<file path="src/rtl/simple_pkg.sv">
// Shared types and constants for the 16-bit SIMPLE core.
package simple_pkg;

  localparam int PC_W_DEF   = 16;
  localparam int INST_W_DEF = 16;

  // op=3, ty=7: decodes to an instruction with no side effects
  localparam logic [15:0] NOP_INST  = 16'hC070;
  localparam logic [15:0] HALT_INST = 16'hC0F0;

  typedef enum logic [1:0] {
    FILL   = 2'd0,
    RUN    = 2'd1,
    HALTED = 2'd2
  } fetch_state_t;

endpackage

</file>
<file path="src/rtl/if_id_reg.sv">
// IF/ID pipeline register: load a fetched instruction, insert a bubble, or hold.
module if_id_reg
  import simple_pkg::*;
#(
  parameter int PC_W   = PC_W_DEF,
  parameter int INST_W = INST_W_DEF
) (
  input  logic              clk,
  input  logic              reset,
  input  logic              load,
  input  logic              bubble,
  input  logic [INST_W-1:0] inst_in,
  input  logic [PC_W-1:0]   pc_in,
  output logic [INST_W-1:0] inst_id,
  output logic [PC_W-1:0]   pc_id,
  output logic              valid_id
);

  // A bubble leaves pc_id untouched; only the instruction and valid flag change.
  always_ff @(posedge clk or posedge reset) begin
    if (reset) begin
      inst_id  <= INST_W'(NOP_INST);
      pc_id    <= '0;
      valid_id <= 1'b0;
    end else if (bubble) begin
      inst_id  <= INST_W'(NOP_INST);
      valid_id <= 1'b0;
    end else if (load) begin
      inst_id  <= inst_in;
      pc_id    <= pc_in;
      valid_id <= 1'b1;
    end
  end

endmodule

</file>
<file path="src/rtl/fetch_stage.sv">
// Instruction fetch with PC, stall/flush/halt control and IF/ID register.
// Optional perf counters (perf_fetched, perf_stall) enabled by FETCH_PERF_EN.
module fetch_stage
  import simple_pkg::*;
#(
  parameter int              PC_W     = PC_W_DEF,
  parameter int              INST_W   = INST_W_DEF,
  parameter logic [PC_W-1:0] RESET_PC = '0
) (
  input  logic              clk,
  input  logic              reset,
  input  logic              stall,
  input  logic              flush,
  input  logic [PC_W-1:0]   branch_target,
  input  logic              is_halt,
  output logic [PC_W-1:0]   imem_addr,
  input  logic [INST_W-1:0] imem_rdata,
  output logic [INST_W-1:0] inst_id,
  output logic [PC_W-1:0]   pc_id,
  output logic              valid_id,
`ifdef FETCH_PERF_EN
  output logic [31:0]       perf_fetched,
  output logic [31:0]       perf_stall,
`endif
  output logic              halted
);

  fetch_state_t    state, state_nxt;
  logic [PC_W-1:0] pc, pc_nxt, pc_inc;
  logic            ifid_load, ifid_bubble;
  logic            fetch_ok, stall_cnt_en;

  assign pc_inc = pc + PC_W'(1);
  assign halted = (state == HALTED);

  always_ff @(posedge clk or posedge reset) begin
    if (reset) state <= FILL;
    else       state <= state_nxt;
  end

  always_comb begin
    state_nxt = state;
    case (state)
      FILL:    state_nxt = RUN;
      RUN:     if (!flush && is_halt && valid_id) state_nxt = HALTED;
      HALTED:  state_nxt = HALTED;
      default: state_nxt = FILL;
    endcase
  end

  // imem_addr always equals the pc for the next cycle, so imem_rdata matches pc in RUN.
  always_comb begin
    pc_nxt       = pc;
    ifid_load    = 1'b0;
    ifid_bubble  = 1'b0;
    fetch_ok     = 1'b0;
    stall_cnt_en = 1'b0;
    case (state)
      FILL: ifid_bubble = 1'b1;
      RUN: begin
        stall_cnt_en = stall && !flush;
        if (flush) begin
          pc_nxt      = branch_target;
          ifid_bubble = 1'b1;
        end else if (is_halt && valid_id) begin
          ifid_bubble = 1'b1;
        end else if (!stall) begin
          pc_nxt    = pc_inc;
          ifid_load = 1'b1;
          fetch_ok  = 1'b1;
        end
      end
      default: ;
    endcase
  end

  assign imem_addr = pc_nxt;

  always_ff @(posedge clk or posedge reset) begin
    if (reset) pc <= RESET_PC;
    else       pc <= pc_nxt;
  end

  if_id_reg #(
    .PC_W   (PC_W),
    .INST_W (INST_W)
  ) u_if_id (
    .clk      (clk),
    .reset    (reset),
    .load     (ifid_load),
    .bubble   (ifid_bubble),
    .inst_in  (imem_rdata),
    .pc_in    (pc_inc),
    .inst_id  (inst_id),
    .pc_id    (pc_id),
    .valid_id (valid_id)
  );

`ifdef FETCH_PERF_EN
  function automatic logic [31:0] sat_inc(input logic [31:0] v);
    return (v == 32'hFFFF_FFFF) ? v : v + 32'd1;
  endfunction

  always_ff @(posedge clk or posedge reset) begin
    if (reset) begin
      perf_fetched <= '0;
      perf_stall   <= '0;
    end else begin
      if (fetch_ok)     perf_fetched <= sat_inc(perf_fetched);
      if (stall_cnt_en) perf_stall   <= sat_inc(perf_stall);
    end
  end
`else
  logic unused_perf;
  assign unused_perf = fetch_ok ^ stall_cnt_en;
`endif

endmodule

</file>
<file path="config.mk">
export PLATFORM = sky130hd
export DESIGN_NAME = fetch_stage
export DESIGN_NICKNAME = d
export VERILOG_FILES = /design/src/rtl/simple_pkg.sv /design/src/rtl/if_id_reg.sv /design/src/rtl/fetch_stage.sv
export SDC_FILE = /design/constraint.sdc
export NUM_CORES = 1
export LEC_CHECK = 0
export CORE_MARGIN = 5
export CORE_UTILIZATION = 49
export CTS_CLUSTER_DIAMETER = 50
export CTS_CLUSTER_SIZE = 10
export DETAILED_ROUTE_END_ITERATION = 7
export GPL_TIMING_DRIVEN = 0
export HOLD_SLACK_MARGIN = 0.15
export PLACE_DENSITY = 0.85
export SYNTH_ARGS = -nofsm -noshare
export SYNTH_HDL_FRONTEND = slang
export SYNTH_SLANG_ARGS = --single-unit
</file>
<file path="constraint.sdc">
create_clock -name clk -period 4.5 [get_ports clk]
set_input_delay 1.125 -clock clk [delete_from_list [all_inputs] [get_ports clk]]
set_output_delay 1.125 -clock clk [all_outputs]
set_load 0.005 [all_outputs]
</file>
==> impl_metrics.toml <==
[run_status]
run_status = "complete, no violations"

[cells_and_area]
num_antenna_cells = 0
top_library_cells_by_usage_in_the_layout_fill_and_taps_aside = "sky130_fd_sc_hd__clkdlybuf4s50_1, sky130_fd_sc_hd__dfrtp_1, sky130_fd_sc_hd__nand2_1"
design_area_mm2 = 0.00366
areaGrowthSynthToFinish_pct = 41.3
nets = 396
mostFrequentLayoutCell = "sky130_fd_sc_hd__clkdlybuf4s50_1"
share_of_layout_cells_above_drive_strength_1 = 0.0901
utilization = 0.716
final.fill_count = 384

[global_routing]
fraction_of_met2_tracks_used_by_global_routing = 0.362
grt_overflow = 0
grt_max_degree = 31
number_of_global_route_vias_before_repair = 2333
grt_pass1_wl_um = 11400
grt_util_met1 = 0.294
antenna_violations_before_repair = 0
busiest_layer = "met2"
globalRouteTotalUtil = 0.222
met3_usage = 0.0325

[timing]
final.setup.tns_ps = 0
fin_crit_sh = 0.953
tightestPinTransition_ps = 634
fin_worst_skew_ps = 10.1
maxSlewHeadroom = 0.576
setup_repair_after_global_routing_missed_its_margin = "no"
fmaxAchievable_mhz = 233
setup_violations = 0
hold_viol = 0
finalMaxSlewViolations = 0
final.min_clock_period_ps = 4290

[synthesis]
proportion_of_synthesized_chip_area_in_sequential_cells = 0.496
netlist.area_leader.share = 0.445
ys_types = 48
mappedNetlistArea_mm2 = 0.00259
synth_nets = 303
synth.area.top_cells = "sky130_fd_sc_hd__dfrtp_1, sky130_fd_sc_hd__dfstp_2, sky130_fd_sc_hd__a21oi_1"
yosys_warnings = 0
primary_ff_master_synth = "sky130_fd_sc_hd__dfrtp_1"
synth_edf_count = 0
synth_cells = 261
syn_area_per_cell_um2 = 9.91
synth_async_sr_flop_share = 1.00
ys_seq_elements = 51
post-synth-top-area-cell = "sky130_fd_sc_hd__dfrtp_1"

[clock_network]
cts_hold_buffers = 0
cts_tree = "done"
post-cts-setup-buffers = 0
cts-buffers-inserted = 5
clock_sink_count = 51
clock_tree.htree_level_count = 2
clk_path_buf_depth = 2
cts-root-buf = "sky130_fd_sc_hd__clkbuf_8"
cts.reportedPaths.clkPinSlew_ps = 90
clock_insertion_delay_worst_skew_ps = 310

[drt]
drt-wirelength-per-cell_um = 17.1
drc_errors = 0
vias_per_cell = 5.79
drt.antenna.violating_nets = 0
vias = 2460
dr.first_iter.drc_count = 241
routed_wl_um = 7250
detailedRoute.firstPassIterationCount = 5

[power]
power_frac_clock = 0.130
power.static_leakage_nw = 1.46
power.net_switching_mw = 0.790
vdd_drop_max_uv = 375
power_mw = 2.12
comb_power_share = 0.494
internal_power_mw = 1.33
power.sequential.fraction = 0.376
power.density_mw_per_mm2 = 578
p_sw_frac = 0.374

[setup_path]
critical_path_arrival_ps = 3170
timing.setup.critical_path_class = "input pin to primary output"
ff2ff_setup_slack_ps = 2370
critical_path_peak_fanout = 6
regToRegStartpoint = "state[1]$_DFFE_PP0P_"
timing.critical_path.from_type = "input pin"
critical_path.startpoint = "is_halt"
critPathCaptureType = "primary output"
critical_path_required_ps = 3380

[die]
core_region_area_mm2 = 0.00511
floorplan.die_area_mm2 = 0.00683
die_height_um = 82.7
placementRows = 26
number_of_top_level_pins = 87
initial_standard_cell_utilization_of_the_core = 0.507
die_width_um = 82.7

[run]
drv.max_cap_violation_count = 0

[placed_design]
dpl_cell_area_mm2 = 0.00355
io_buffer_count = 85
routabilityCongestion = 0.893
dpl.hpwl_um = 5290

[worst_hold_path]
timing.hold.worst.start = "u_if_id.pc_id[1]$_DFFE_PP0P_"
min_path_type = "flop to flop"
[metal layers]
metal	vias to the layer above	part of all wire
met2	118	0.48
li1	1144	-
met3	16	0.057
met5	-	0
met4	0	0.020
met1	1182	0.44
[repair_timing]
item                       in CTS  in global routing
cloned                          0                  0
gates resized for setup         2                  3
setup endpoints to repair       5                  4
[stage by stage]
stage                     std cells  worst slack (ps)  hold slack, ps
after floorplan                 261              1010             470
after global placement          416              -172             459
after detailed placement        417              -129             466
after CTS                       425              34.1             490
after global routing            425               102             519
final                           425               210             484
[final cells by class]
cell class	count	area (µm²)	share of cell area
Buffer	15	67.6	0.0185
Timing Repair Buffer	86	872	0.238
Clock buffer	7	86.3	0.0236
Inverter	9	33.8	0.00924
Multi-Input combinational cell	186	1220	0.333
Sequential cell	51	1280	0.351
Tap cell	70	87.6	0.0239
Clock inverter	1	8.76	0.00239
[path summary, 6_finish.rpt]
| path | end | cells past startpoint |
|---|---|---|
| worst max register to register | pc[11]$_DFF_PP0_ | 7 |
| worst min-delay path | u_if_id.pc_id[1]$_DFFE_PP0P_ | 2 |
| min in group asynchronous | pc[15]$_DFF_PP0_ | 2 |
| worst min register to register | u_if_id.pc_id[1]$_DFFE_PP0P_ | 2 |
| max in group asynchronous | u_if_id.inst_id[4]$_DFFE_PP1P_ | 3 |
| worst max-delay path | imem_addr[9] | 6 |
[state kept, by name, indices dropped and copies added (netlist names)]
| register | count |
|---|---|
| pc | 16 |
| u_if_id.inst_id | 16 |
| u_if_id.pc_id | 16 |
| state | 2 |
| u_if_id.valid_id | 1 |
[cell families after synthesis]
logic type / Yosys count / synth area share
buf+inv: 24 / 0.0392
compound gates: 83 / 0.217
fa+ha+maj: 5 / 0.0242
flops: 51 / 0.496
simple gates: 85 / 0.180
xor+xnor: 13 / 0.0440
[synth_stat cells (5+ instances only)]
library cell,count
sky130_fd_sc_hd__clkbuf_1,8
sky130_fd_sc_hd__inv_1,8
sky130_fd_sc_hd__ha_1,5
sky130_fd_sc_hd__a22o_1,12
sky130_fd_sc_hd__buf_2,6
sky130_fd_sc_hd__dfrtp_1,46
sky130_fd_sc_hd__xnor2_1,9
sky130_fd_sc_hd__nor3_1,7
sky130_fd_sc_hd__nand2_1,27
sky130_fd_sc_hd__nand3_1,8
sky130_fd_sc_hd__o22a_1,5
sky130_fd_sc_hd__dfstp_2,5
sky130_fd_sc_hd__a21oi_1,26
sky130_fd_sc_hd__o21ai_0,11
sky130_fd_sc_hd__nor2_1,19
[critical path, stage by stage]
cell                              delay [ps]
sky130_fd_sc_hd__dlygate4sd2_1           330
sky130_fd_sc_hd__a21o_1                  220
sky130_fd_sc_hd__or2_2                   330
sky130_fd_sc_hd__or4_1                   520
sky130_fd_sc_hd__nand3_1                 120
sky130_fd_sc_hd__clkdlybuf4s50_1         510
[power groups by stage]
stage	clock [mW]	combinational, mW	sequential [mW]
after floorplan	0	0.500	0.782
after global placement	0	1.01	0.788
after detailed placement	0	1.04	0.796
after CTS	0.285	1.05	0.791
after global routing	0.300	1.14	0.819
final	0.276	1.04	0.795
No activity file was read; power rests on OpenSTA's default activity.
==> RTL change, RTL diff (config.mk and constraints unchanged) <==
Change the package constant `INST_W_DEF` from 16 to 18.
--- a/src/rtl/simple_pkg.sv
+++ b/src/rtl/simple_pkg.sv
@@ -3,5 +3,5 @@
 
   localparam int PC_W_DEF   = 16;
-  localparam int INST_W_DEF = 16;
+  localparam int INST_W_DEF = 18;
 
   // op=3, ty=7: decodes to an instruction with no side effects
Interface: changed (resized imem_rdata and inst_id); port bits go from 87 to 91. The function was not compared with the original's and may differ.
==> RTL change against the original RTL <==
  * Area after synthesis rose by 3.2%
  * Combinational power barely moved
  * Cell area rose by 3.7%
  * Largest power group unchanged
  * Clock power rose by 6%
  * Wire length rose by 5.0%
  * First-iteration DRC count fell by 36%
  * Sequential cell count rose by 2
  * Setup slack improved by 0.14 ns
  * Cell count rose by 2.4%
  * Sequential share of layout area rose by 0.070 points
  * Power rose by 2.4%
  * Global-route usage barely moved
  * Clock skew rose by 0.0019 ns
  * Synthesized cell count rose by 2.3%
  * Critical endpoint unchanged
==> RTL change: results (changes against the original RTL) <==
Vias: 2476 (+0.65%)
Sequential share of cell area: 35.1% (+0.070 points)
Sink Count: 53 (+3.9%)
Met2 Usage GRT: 35.4% (-0.79 points)
Share of cells above drive strength 1: 9.04% (+0.027 points)
I/O Buffers: 89 (+4.7%)
Fraction of area in multi-input gates: 33.3% (about the same)
Syn_area_per_cell: 10.0 um2 (+0.92%)
WHS Endpoint: u_if_id.inst_id[13]
Initial DRC count: 155 (-36%)
Synth cell types: 47 (-2.1%)
All-Layer GR Usage: 22.1% (about the same)
Worst Reg-to-Reg Cells: 6 (-1)
Post-synthesis adder-cell area fraction: 2.34% (-0.076 points)
Clock network area share: 2.67% (+0.072 points)
VDD IR max: 0.450 mV (+20%)
First-pass GRT wire length: 12700 um (+12%)
Worst hold path startpoint: u_if_id.inst_id[13]
Sequential share of the synthesized area: 49.9% (+0.32 points)
Final worst path period share: 92.2% (-3.1 points)
Outcome: complete, no violations
Worst clock skew: 0.0120 ns (+0.00189 ns)
Layout Area Growth over Synthesis: 42.0%
#MultiIn Comb: 191 (+2.7%)
Worst hold slack: 0.512 ns (+0.0280 ns)
Placed insts: 427 (+2.4%)
Xor/xnor share of the synthesized area: 4.26% (-0.14 points)
Routed met1 length: 3360 um (+4.9%)
Critical R2R Launch: pc[0]
Post-synthesis compound-gate area fraction: 21.4% (-0.31 points)
Met1 usage: 30.6% (+1.2 points)
Largest net degree at the start of global routing: 30 (-3.2%)
Post-Place Worst Slack: -0.211 ns (-0.0822 ns)
NonClk Buf Share: 25.7% (about the same)
FF-to-FF End: pc[12]
DP HPWL: 5650 um (+6.9%)
WL/cell: 17.5 um (+2.6%)
Synth top cells by count: dfrtp_1, a21oi_1, nand2_1, nor2_1, a22o_1
GPL Wtd Cong: 0.950 (+6.5%)
Slew @ Worst Pin: 0.711 ns (+0.0766 ns)
Final nets: 408 (+3.0%)
Top post-synthesis cells by area: dfrtp_1, a21oi_1, dfstp_2, a22o_1, nand2_1
==> RTL change: cell count changes after synthesis, moves of 2 or more <==
cell,change
a22o_1,+2
buf_2,-2
clkbuf_1,+2
dfrtp_1,+2
nand2_1,-2
nand4_1,-2
nor2_1,+2
nor3_2,+2
nor4_1,+2
==> RTL change: repair_timing <==
action / 4_1_cts / 5_1_grt
gates resized for setup: 1 / 5
setup buffers: 0 / 0
setup endpoints to repair: 8 / 5
cloned: 0 / 0
==> RTL change: power by group through the flow <==
| stage | Sequential, W | Clock [W] | Combinational (W) |
|---|---|---|---|
| final | 0.000830 | 0.000293 | 0.00104 |
| after global routing | 0.000857 | 0.000319 | 0.00114 |
| after CTS | 0.000827 | 0.000298 | 0.00104 |
| after detailed placement | 0.000832 | 0 | 0.00103 |
| after global placement | 0.000822 | 0 | 0.00101 |
| after floorplan | 0.000815 | 0 | 0.000489 |
